[src/rtl/logical_op_sequencer_if.sv]
// Switch/button inputs, logical-unit operands/result and status outputs of the sequencer.
// master is the sequencer's side; slave is the board/logical-unit side.
interface logical_op_sequencer_if #(
    parameter int unsigned DATA_W  = 4,
    parameter int unsigned COUNT_W = 8
);
    logic                  start;
    logic                  load;
    logic [DATA_W-1:0]     data_in;
    logic [1:0]            sel_in;
    logic [DATA_W-1:0]     X;
    logic [DATA_W-1:0]     Y;
    logic [1:0]            sel;
    logic [2*DATA_W-1:0]   result;
    logic [2*DATA_W-1:0]   result_reg;
    logic                  busy;
    logic                  done;
    logic [2:0]            state_out;
    logic [COUNT_W-1:0]    op_count;

    modport master (
        input  start, load, data_in, sel_in, result,
        output X, Y, sel, result_reg, busy, done, state_out, op_count
    );

    modport slave (
        output start, load, data_in, sel_in, result,
        input  X, Y, sel, result_reg, busy, done, state_out, op_count
    );
endinterface

[src/rtl/logical_op_sequencer.sv]
// Collects X, Y and the function select from switches over load presses, drives the
// logical unit with registered operands, captures its result and counts operations.
module logical_op_sequencer #(
    parameter int unsigned DATA_W  = 4,
    parameter int unsigned COUNT_W = 8
) (
    input  logic                     clk,
    input  logic                     reset,
    logical_op_sequencer_if.master   bus
);
    localparam int unsigned RES_W = 2 * DATA_W;

    typedef enum logic [2:0] {
        IDLE    = 3'd0,
        GET_X   = 3'd1,
        GET_Y   = 3'd2,
        GET_SEL = 3'd3,
        ISSUE   = 3'd4,
        CAPTURE = 3'd5,
        DONE    = 3'd6
    } state_t;

    state_t               state;
    state_t               state_next;
    logic                 start_q;
    logic                 load_q;
    logic                 start_rise;
    logic                 load_rise;
    logic                 take_x;
    logic                 take_y;
    logic                 take_sel;
    logic                 take_res;
    logic [DATA_W-1:0]    x_r;
    logic [DATA_W-1:0]    y_r;
    logic [1:0]           sel_r;
    logic [RES_W-1:0]     res_r;
    logic [COUNT_W-1:0]   cnt_r;

    // Edge registers follow the buttons even during reset, so a button still held
    // when reset is released does not register as a fresh press.
    always_ff @(posedge clk) begin
        start_q <= bus.start;
        load_q  <= bus.load;
    end

    assign start_rise = bus.start & ~start_q;
    assign load_rise  = bus.load  & ~load_q;

    // State register
    always_ff @(posedge clk) begin
        if (reset) begin
            state <= IDLE;
        end else begin
            state <= state_next;
        end
    end

    // Next-state logic; load wins over start in the GET states because start is ignored there
    always_comb begin
        state_next = state;
        case (state)
            IDLE:    if (start_rise) state_next = GET_X;
            GET_X:   if (load_rise)  state_next = GET_Y;
            GET_Y:   if (load_rise)  state_next = GET_SEL;
            GET_SEL: if (load_rise)  state_next = ISSUE;
            ISSUE:                   state_next = CAPTURE;
            CAPTURE:                 state_next = DONE;
            DONE:    if (start_rise) state_next = GET_X;
            default:                 state_next = IDLE;
        endcase
    end

    // Datapath load strobes decoded from state and button events
    always_comb begin
        take_x   = 1'b0;
        take_y   = 1'b0;
        take_sel = 1'b0;
        take_res = 1'b0;
        case (state)
            GET_X:   take_x   = load_rise;
            GET_Y:   take_y   = load_rise;
            GET_SEL: take_sel = load_rise;
            CAPTURE: take_res = 1'b1;
            default: ;
        endcase
    end

    // Operand, select, result and counter registers; only reset clears them
    always_ff @(posedge clk) begin
        if (reset) begin
            x_r   <= '0;
            y_r   <= '0;
            sel_r <= '0;
            res_r <= '0;
            cnt_r <= '0;
        end else begin
            if (take_x)   x_r   <= bus.data_in;
            if (take_y)   y_r   <= bus.data_in;
            if (take_sel) sel_r <= bus.sel_in;
            if (take_res) begin
                res_r <= bus.result;
                cnt_r <= cnt_r + COUNT_W'(1);
            end
        end
    end

    assign bus.X          = x_r;
    assign bus.Y          = y_r;
    assign bus.sel        = sel_r;
    assign bus.result_reg = res_r;
    assign bus.op_count   = cnt_r;
    assign bus.state_out  = state;
    assign bus.busy       = (state >= GET_X) && (state <= CAPTURE);
    assign bus.done       = (state == DONE);

endmodule

[src/flat_wrapper.sv]
// flat-port wrapper written by rule: the top's interface ports become plain ports
module logical_op_sequencer_flat 
#(
    parameter int unsigned DATA_W  = 4,
    parameter int unsigned COUNT_W = 8
)
  (clk, reset, bus_start, bus_load, bus_data_in, bus_sel_in, bus_result, bus_X, bus_Y, bus_sel, bus_result_reg, bus_busy, bus_done, bus_state_out, bus_op_count);
  logical_op_sequencer_if #(.DATA_W(DATA_W), .COUNT_W(COUNT_W)) bus_i ();
  input  logic clk;
  input  logic reset;
  input wire logic [$bits(bus_i.start)-1:0] bus_start;
  input wire logic [$bits(bus_i.load)-1:0] bus_load;
  input wire logic [$bits(bus_i.data_in)-1:0] bus_data_in;
  input wire logic [$bits(bus_i.sel_in)-1:0] bus_sel_in;
  input wire logic [$bits(bus_i.result)-1:0] bus_result;
  output wire logic [$bits(bus_i.X)-1:0] bus_X;
  output wire logic [$bits(bus_i.Y)-1:0] bus_Y;
  output wire logic [$bits(bus_i.sel)-1:0] bus_sel;
  output wire logic [$bits(bus_i.result_reg)-1:0] bus_result_reg;
  output wire logic [$bits(bus_i.busy)-1:0] bus_busy;
  output wire logic [$bits(bus_i.done)-1:0] bus_done;
  output wire logic [$bits(bus_i.state_out)-1:0] bus_state_out;
  output wire logic [$bits(bus_i.op_count)-1:0] bus_op_count;
  assign bus_i.start = bus_start;
  assign bus_i.load = bus_load;
  assign bus_i.data_in = bus_data_in;
  assign bus_i.sel_in = bus_sel_in;
  assign bus_i.result = bus_result;
  assign bus_X = bus_i.X;
  assign bus_Y = bus_i.Y;
  assign bus_sel = bus_i.sel;
  assign bus_result_reg = bus_i.result_reg;
  assign bus_busy = bus_i.busy;
  assign bus_done = bus_i.done;
  assign bus_state_out = bus_i.state_out;
  assign bus_op_count = bus_i.op_count;
  logical_op_sequencer #(.DATA_W(DATA_W), .COUNT_W(COUNT_W)) u_core (.clk(clk), .reset(reset), .bus(bus_i));
endmodule
[config.mk]
export PLATFORM = sky130hd
export DESIGN_NAME = logical_op_sequencer_flat
export DESIGN_NICKNAME = d
export VERILOG_FILES = /design/src/rtl/logical_op_sequencer_if.sv /design/src/rtl/logical_op_sequencer.sv /design/src/flat_wrapper.sv
export SDC_FILE = /design/constraint.sdc
export NUM_CORES = 1
export LEC_CHECK = 0
export CORE_ASPECT_RATIO = 0.5
export CORE_UTILIZATION = 45
export DETAILED_ROUTE_END_ITERATION = 10
export GPL_ROUTABILITY_DRIVEN = 0
export PLACE_DENSITY = 0.82
export SLEW_MARGIN = 30
export SYNTH_ARGS = -nofsm -noshare
export SYNTH_HDL_FRONTEND = slang
export SYNTH_SLANG_ARGS = --single-unit
[constraint.sdc]
create_clock -name clk -period 2.95 [get_ports clk]
set_input_delay 0.59 -clock clk [delete_from_list [all_inputs] [get_ports clk]]
set_output_delay 0.59 -clock clk [all_outputs]
set_load 0.02 [all_outputs]
[Word level (Yosys, flattened, before mapping)]
Index checks and enable logic that the tools add are counted.
Storage, ports and cells
  register bits: 31
  bits of input ports: 18
  output and inout port bits: 31
Cells by class
  add/sub/neg operators: 1
  magnitude comparators: 2
  eq/ne operators: 10
  mux-type cells: 9
  bitwise operators: 4
  reduce and logical (&&, ||, !) cells: 4
Operators by type and width (count)
  one-hot mux 3 bit (6 select lines): 1
  2-to-1 mux 3 bit: 4
  equality test 3 bit (second input constant): 3
  adder 8 x 1 -> 8 bit (second input constant): 1
  inequality test 2 x 1 -> 1 bit (second input constant): 4
  equality test 3 x 2 -> 1 bit (second input constant): 2
  2-to-1 mux 1 bit: 4
  AND reduction 4 bit: 1
  equality test 3 x 1 -> 1 bit (second input constant): 1
  greater-or-equal comparator 3 x 1 -> 1 bit (second input constant): 1
  <= comparator 3 bit (second input constant): 1
  logical NOT 3 bit: 1
  AND 1 bit: 2
  NOT 1 bit: 2
  OR reduction 2 bit: 1
  logical AND 1 bit: 1

[Longest topological paths before layout]
Gate-level depths: netlist of run 1.
  word-level depth: 4
  depth in mapped cells: 5

[Least setup slack after synthesis of run 1]
OpenSTA, ideal clock, no wires.
  kind: register to output
  from: register u_core.state[0], in the netlist u_core.bus.state_out[0]
  to: output port bus_busy
  arrival time: 1.164 ns
  data required time: 2.360 ns
  slack: 1.196 ns
  stages on the path, launching flop included: 4
  cell sequence: dfxtp_1 buf_2 nor3_1 a21oi_1
Between the ends
  longest elaborated chain between the ends: 2
  elaborated cells on any way between the ends: 3
  classes of those cells: 2 x order compare; 1 x reduce/logical
RTL lines
  from (decl): line logical_op_sequencer.sv:23  | state_t state;
  from (signal assigned): line logical_op_sequencer.sv:54  | state <= state_next;
  greater-or-equal comparator 3 x 1 -> 1 bit or <= comparator 3 bit (tied branches): line logical_op_sequencer.sv:113  | assign bus.busy = (state >= GET_X) && (state <= CAPTURE);
  logical AND 1 bit (*): line logical_op_sequencer.sv:113
  to (decl): line flat_wrapper.sv:20  | output wire logic [$bits(bus_i.busy)-1:0] bus_busy;
Every way passes the cells marked *; elsewhere a longest branch is shown, timed or not.

[Worst setup path after layout of run 1]
Same ends and word-level chain as after synthesis.

==> metrics.log, run 1 <==
[metrics] status: complete, no violations
[metrics] net switching power of the design: 192.2 uW
[metrics] max-cap violation count: 0
[metrics] Chip Height: 39.16 um
[metrics] die footprint: 2988 um2
[metrics] largest cells by area after synthesis: dfxtp_1 50%, mux2i_1 8.1%, nand2_1 6.6%
[metrics] DRC marker count from the first detailed-route iteration: 63
[metrics] number of buffers created by CTS: 5
[metrics] Critical path buffers and inverters: 1
[metrics] via/cell ratio: 4.887
[metrics] count of unresolved DRC violations after routing: 0
[metrics] series of cell instances along the critical path: nor3_1 -> a21oi_1 -> clkdlybuf4s50_1
[metrics] final setup fails: 0
[metrics] critical path's slowest cell: clkdlybuf4s50_1
[metrics] Power per Cell Area: 464.2 nW/um2
[metrics] nets@finish: 204
[metrics] count of state elements after synthesis: 31
[metrics] required time of the worst setup path: 2360 ps
[metrics] maximum cell stage delay along the critical path: 630 ps
[metrics] combinational share of power: 9.5%
[metrics] Tightest Hold Check Type: flip-flop to flip-flop
[metrics] CTS tree: done
[metrics] arrival time reported for the critical path endpoint: 1800 ps
[metrics] final hold viol count: 0
[metrics] total count of max-transition violations in the final report: 0
[metrics] Root Buffer Master: clkbuf_8
[metrics] CTS clk-pin slew, worst paths: 60 ps
[metrics] post-synthesis cell type with the largest combined area: dfxtp_1
[metrics] via count: 1,085
[metrics] multi-input logic area: 581.8 um2
[metrics] filler cell count: 208
[metrics] maximum frequency from static timing analysis: 418.3 MHz
[metrics] share of Yosys cell area claimed by the top area cell type: 49.95%
[metrics] post-route fraction of the period consumed by the critical path: 81.04%
[metrics] final antenna-violating net count: 0
[metrics] post-CTS sizing: 0
[metrics] category of the critical setup timing path: flip-flop to output pin
[metrics] leakage power: 0.6701 nW
[metrics] H-tree lvl count: 2
[metrics] clock sinks: 31
[metrics] Sequential Power Share: 51.7%
[metrics] slew at the pin closest to its max-slew limit: 530.7 ps
[metrics] horizontal die dimension: 76.31 um
[metrics] first-pass GRT wire length: 4084 um
[metrics] remaining global-route overflow: 0
[metrics] Setup Skew: 4.178 ps
[metrics] final cell count without fillers: 222
[metrics] number of core rows: 13
[metrics] Ant. Diodes: 0
[metrics] instance count after placement with tap cells included: 215
[metrics] average cell area after synthesis: 9.003 um2
[metrics] unrepaired setup endpoints after global routing: false
[metrics] total wirelength of the detailed-routed design: 2594 um
[metrics] buffers inserted during post-CTS setup optimization: 0
[metrics] Top Family by Delay on Critical Path: buffers and inverters
[metrics] largest net degree at the start of global routing: 16
[metrics] Max-Slew Margin vs Limit: 64.51%
[metrics] average routed wire per standard cell: 11.68 um
[metrics] clock share of power: 38.8%
[metrics] register area share after synthesis: 49.95%
[metrics] global routing usage summed across all routing layers: 18.67%
[metrics] type of destination of the critical path: output pin
[metrics] I/O Buffers: 48
[metrics] total iterations of the first detailed-routing run: 4
[metrics] number of global-route vias before repair: 937
[metrics] launching element type of the critical path: flip-flop
[metrics] peak ir drop on the vdd network: 0.2706 mV
[metrics] top fanout value on the critical path: 15
[metrics] Sw Share: 22.69%
[metrics] hold_buf cts: 0
[metrics] Post-DP HPWL: 1823 um
[metrics] count of mapped cells out of synthesis: 138
[metrics] I/O pin count: 49
[metrics] internal power of the cells: 654.7 uW
[metrics] insertion delay to the later sink of the worst-skew pair: 280 ps
[metrics] worst slack on hold paths: 453.9 ps
[metrics] buffer depth of the longest clock path: 2
[metrics] register area: 620.6 um2
[metrics] effective utilization at floorplan: 47.74%
[metrics] net count after synthesis: 157
[metrics] CORE AREA: 2603 um2
[metrics] count of different cell masters after synthesis: 27
[metrics] layout cells sized above 1: 5.946%
[metrics] setup TNS after final layout: 0 ps
[metrics] number of warnings printed during yosys synthesis: 0
[metrics] area added between synthesis and finish: 46.83%
[metrics] Synth Cell Area: 1242 um2
[metrics] number of antenna violations at the first check in global routing: 0
[metrics] final critical delay including setup and external delays: 2391 ps
per-layer routing:
metal,vias up,routed length (um),global-route usage (%)
li1,558,-,-
met1,498,1186,21.41
met2,25,1258,33.56
met3,4,135,7.765
met4,0,14,4.327
met5,-,0,0
placed cells by master (no fill, tap or decap), types with 2 or more instances in the layout:
| cell type | synthesis | routed |
|---|---|---|
| xnor2_1 | 3 | 3 |
| nor2_1 | 18 | 18 |
| mux2i_1 | 10 | 10 |
| nand3_1 | 2 | 2 |
| clkbuf_8 | 0 | 6 |
| nand4_1 | 3 | 3 |
| clkdlybuf4s50_1 | 0 | 48 |
| nand2_1 | 22 | 22 |
| a21oi_1 | 14 | 14 |
| xor2_1 | 3 | 3 |
| nand3b_1 | 2 | 2 |
| o21ai_0 | 4 | 4 |
| dfxtp_1 | 31 | 31 |
| nor3_1 | 5 | 5 |
cells in the mapped netlist:
library cell  number
or4b_1             1
nand3_1            2
nand2_1           22
o21ai_0            4
nor2_1            18
nand4b_1           1
nand2b_4           1
nand4_1            3
or3_1              1
xnor2_1            3
buf_2              5
o311a_1            1
a21oi_1           14
ha_1               1
and2b_1            1
nor3_1             5
dfxtp_1           31
nand3b_1           2
nor2b_1            1
or2_2              1
clkbuf_1           3
xor2_1             3
and3b_1            1
and3_1             1
buf_1              1
nor4b_4            1
mux2i_1           10
worst reg2reg max path: cells and delay by family (launching register included):
kind	cells	cell delay, ps
flops	1	620
simple gates	2	890
compound gates	1	140
power by group through the flow:
stage,sequential [mW],combinational [mW],clock [mW]
floorplan,0.447,0.0364,0
global placement,0.447,0.0789,0
detailed placement,0.447,0.0802,0
CTS,0.437,0.0809,0.337
global route,0.439,0.0863,0.359
finish,0.438,0.0801,0.329
worst paths after layout:
kind,start,end,slack [ps],cells past startpoint
worst max register to register,u_core.bus.state_out[0],u_core.bus.op_count[3],1250,3
worst min register to register,u_core.bus.result_reg[4],u_core.bus.result_reg[4],450,2
worst min-delay path,u_core.bus.result_reg[4],u_core.bus.result_reg[4],450,2
worst max-delay path,u_core.bus.state_out[0],bus_busy,560,3
logic make-up after synthesis:
kind of cell / after synthesis / share of synthesized area, %
AND/OR/NAND/NOR: 62 / 25.48
flip-flops: 31 / 49.95
AO/OA/AOI/OAI: 19 / 8.057
multiplexers: 10 / 8.057
buffers and inverters: 9 / 3.222
XOR/XNOR: 6 / 4.230
adder cells (fa/ha/maj): 1 / 1.007
metrics by stage:
stage,util [%],area (um2),worst slack [ps],power (mW)
after floorplan,-,1242,1196,0.4833
after global placement,66.73,1737,783.6,0.5256
after detailed placement,66.73,1737,692.0,0.5269
after CTS,70.10,1824,565.9,0.8557
after global routing,70.10,1824,486.3,0.8842
final,70.10,1824,559.3,0.8469
area by class of cell:
type / instances / area share [%]
repair buffers: 49 / 26.75
multi-input cells: 98 / 31.89
clock inverters: 1 / 0.2743
clock buffers: 6 / 4.527
well taps: 37 / 2.538
flip-flops and latches: 31 / 34.02
Power figures use the tool's default switching activity.
==> inputs of run 2 (changes only) <==
CORE_UTILIZATION = 38   (was 45)
PLACE_DENSITY = 0.74   (was 0.82)
clock period = 2.1 ns   (was 2.95 ns; I/O delays follow)
==> run 2 against run 1 <==
  * Sequential share of layout area down 0.66 points
  * Power is 47% higher
  * Clock skew up 0.64 ps
  * Critical path type unchanged
  * First-iteration DRC count shrank 76%
  * Combinational power grew 55%
  * Critical endpoint unchanged
  * Final area rose by 2.2%
  * Clock power rose by 55%
  * Final cell count is 3.2% higher
  * Clock-buffer cell count up 2
  * Largest cell class unchanged
==> metrics.log, run 2 (same netlist as run 1, synthesis figures left out) <==
[metrics] status: complete, no violations
[metrics] buffer depth of the longest clock path: 2 (unchanged)
[metrics] critical path's slowest cell: clkdlybuf4s50_1
[metrics] filler cell count: 285 (+37%)
[metrics] slew at the pin closest to its max-slew limit: 490.8 ps (-39.91 ps)
[metrics] maximum frequency from static timing analysis: 505.9 MHz
[metrics] Ant. Diodes: 0 (unchanged)
[metrics] top fanout value on the critical path: 9 (-6)
[metrics] series of cell instances along the critical path: nor3_1 -> a21oi_1 -> clkdlybuf4s50_1
[metrics] Root Buffer Master: clkbuf_8
[metrics] count of unresolved DRC violations after routing: 0 (unchanged)
[metrics] horizontal die dimension: 82.87 um (+8.6%)
[metrics] Setup Skew: 4.814 ps (+0.6354 ps)
[metrics] capture point of the critical path: bus_busy
[metrics] peak ir drop on the vdd network: 0.3260 mV (+20%)
[metrics] total iterations of the first detailed-routing run: 4 (unchanged)
[metrics] area added between synthesis and finish: 50.05%
[metrics] H-tree lvl count: 2 (unchanged)
[metrics] end of the worst register-to-register path: u_core.bus.op_count[3]
[metrics] maximum cell stage delay along the critical path: 620 ps (about the same)
[metrics] average routed wire per standard cell: 11.16 um (-4.5%)
[metrics] r2r worst-path depth: 4 (+1)
[metrics] clock sinks: 31 (unchanged)
[metrics] leakage power: 0.6903 nW (+3.0%)
[metrics] Chip Height: 42.44 um (+8.4%)
[metrics] I/O pin count: 49 (unchanged)
[metrics] total wirelength of the detailed-routed design: 2556 um (-1.5%)
[metrics] category of the critical setup timing path: flip-flop to output pin
[metrics] register area: 621.8 um2 (+0.20%)
[metrics] arrival time reported for the critical path endpoint: 1560 ps (-240 ps)
[metrics] Top Family by Delay on Critical Path: buffers and inverters
[metrics] number of buffers created by CTS: 5 (unchanged)
[metrics] FF-to-FF setup slack: 440 ps (-810 ps)
[metrics] I/O Buffers: 48 (unchanged)
[metrics] via/cell ratio: 4.830 (-1.2%)
[metrics] via count: 1,106 (+1.9%)
[metrics] setup TNS after final layout: 0 ps (unchanged)
[metrics] global routing usage summed across all routing layers: 15.67% (-3.0 points)
[metrics] CORE AREA: 3048 um2 (+17%)
[metrics] post-route fraction of the period consumed by the critical path: 94.13%
[metrics] CTS clk-pin slew, worst paths: 60 ps (about the same)
[metrics] final antenna-violating net count: 0 (unchanged)
[metrics] Tightest Hold Check Type: flip-flop to flip-flop
[metrics] final critical delay including setup and external delays: 1977 ps
[metrics] post-CTS sizing: 1 (+1)
[metrics] instance count after placement with tap cells included: 221 (+2.8%)
[metrics] multi-input logic area: 581.8 um2 (unchanged)
[metrics] number of global-route vias before repair: 976 (+4.2%)
[metrics] type of destination of the critical path: output pin
[metrics] startpoint of the most critical setup path: u_core.bus.state_out[2]
[metrics] final hold viol count: 0 (unchanged)
[metrics] hold_buf cts: 0 (unchanged)
[metrics] final core utilization: 61.17% (-8.9 points)
[metrics] first-pass GRT wire length: 4278 um (+4.8%)
[metrics] total count of max-transition violations in the final report: 0 (unchanged)
[metrics] Critical path buffers and inverters: 1 (unchanged)
[metrics] Power per Cell Area: 666.7 nW/um2 (+44%)
[metrics] effective utilization at floorplan: 40.76% (-7.0 points)
[metrics] largest net degree at the start of global routing: 15 (-1)
[metrics] worst reg2reg startpoint: u_core.bus.state_out[0]
[metrics] CTS tree: done
[metrics] number of stages on the worst setup path: 3 (unchanged)
[metrics] nets@finish: 207 (+1.5%)
[metrics] die footprint: 3516 um2 (+18%)
[metrics] final cell count without fillers: 229 (+3.2%)
[metrics] buffers inserted during post-CTS setup optimization: 0 (unchanged)
[metrics] number of core rows: 14 (+1)
[metrics] final setup fails: 0 (unchanged)
[metrics] number of antenna violations at the first check in global routing: 0 (unchanged)
[metrics] commonest cells after routing, fill and taps aside: 48 x clkdlybuf4s50_1, 30 x dfxtp_1, 22 x nand2_1, 18 x nor2_1, 14 x a21oi_1
[metrics] commonest non-fill, non-tap cell in the layout: clkdlybuf4s50_1
[metrics] required time of the worst setup path: 1680 ps (-680 ps)
[metrics] DRC marker count from the first detailed-route iteration: 15 (-76%)
[metrics] Post-DP HPWL: 1835 um (+0.64%)
[metrics] launching element type of the critical path: flip-flop
[metrics] unrepaired setup endpoints after global routing: false
[metrics] Tot Pwr: 1.243 mW (+47%)
[metrics] max-cap violation count: 0 (unchanged)
[metrics] remaining global-route overflow: 0 (unchanged)
[metrics] insertion delay to the later sink of the worst-skew pair: 280 ps (about the same)
[metrics] Max-Slew Margin vs Limit: 67.28% (+2.8 points)
[metrics] layout cells sized above 1: 7.937% (+2.0 points)
run 2: changes by cell type in the layout (fill, tap and decap cells not counted):
cell / delta
clkinv_2: -1
dfxtp_2: +1
buf_4: +3
clkbuf_1: +1
dfxtp_1: -1
clkbuf_8: +1
run 2: area by class of cell:
type / instances / area share [%]
Timing Repair Buffer: 52 / 27.38
Tap cell: 40 / 2.685
Clock buffer: 8 / 5.369
Sequential cell: 31 / 33.36
Multi-Input combinational cell: 98 / 31.21
run 2: metrics by stage:
stage                     hold slack [ps]  cell area (um2)  worst slack (ps)
after floorplan                     447.7             1242             516.3
after global placement              441.2             1763             126.3
after detailed placement            449.2             1763             64.09
after CTS                           457.7             1864             99.83
after global routing                488.8             1864            0.2042
final                               453.1             1864             123.4
run 2: power breakdown:
part / leakage (nW) / switching, mW / internal (mW)
logic: 0.387 / 0.0539 / 0.0700
registers: 0.251 / 0.0107 / 0.598
clock network: 0.0515 / 0.211 / 0.299
run 2: worst min-delay path by stage:
stage / from / end / slack, ps / cells past startpoint
finish: u_core.bus.result_reg[1] / u_core.bus.result_reg[1] / 450 / 2
detailed placement: u_core.bus.result_reg[1] / u_core.bus.result_reg[1] / 450 / 2
global route: u_core.bus.result_reg[2] / u_core.bus.result_reg[2] / 490 / 2
CTS: u_core.bus.result_reg[1] / u_core.bus.result_reg[1] / 460 / 2
global placement: u_core.bus.result_reg[1] / u_core.bus.result_reg[1] / 440 / 2
floorplan: bus_load / u_core.load_q / 450 / 0
run 2: worst reg2reg max path, cell delays in order (launching register included):
cell and delay [ps]:
dfxtp_1 420, buf_4 200, nand3b_1 360, or3_1 470, a21oi_1 140
run 2: layer usage:
layer / GRT usage, % / vias up / part of all wire [%]
met5: 0 / - / 0
met4: 7.241 / 0 / 1.2
met3: 5.315 / 5 / 4.9
met2: 25.74 / 22 / 46
met1: 18.83 / 514 / 48
li1: - / 565 / -
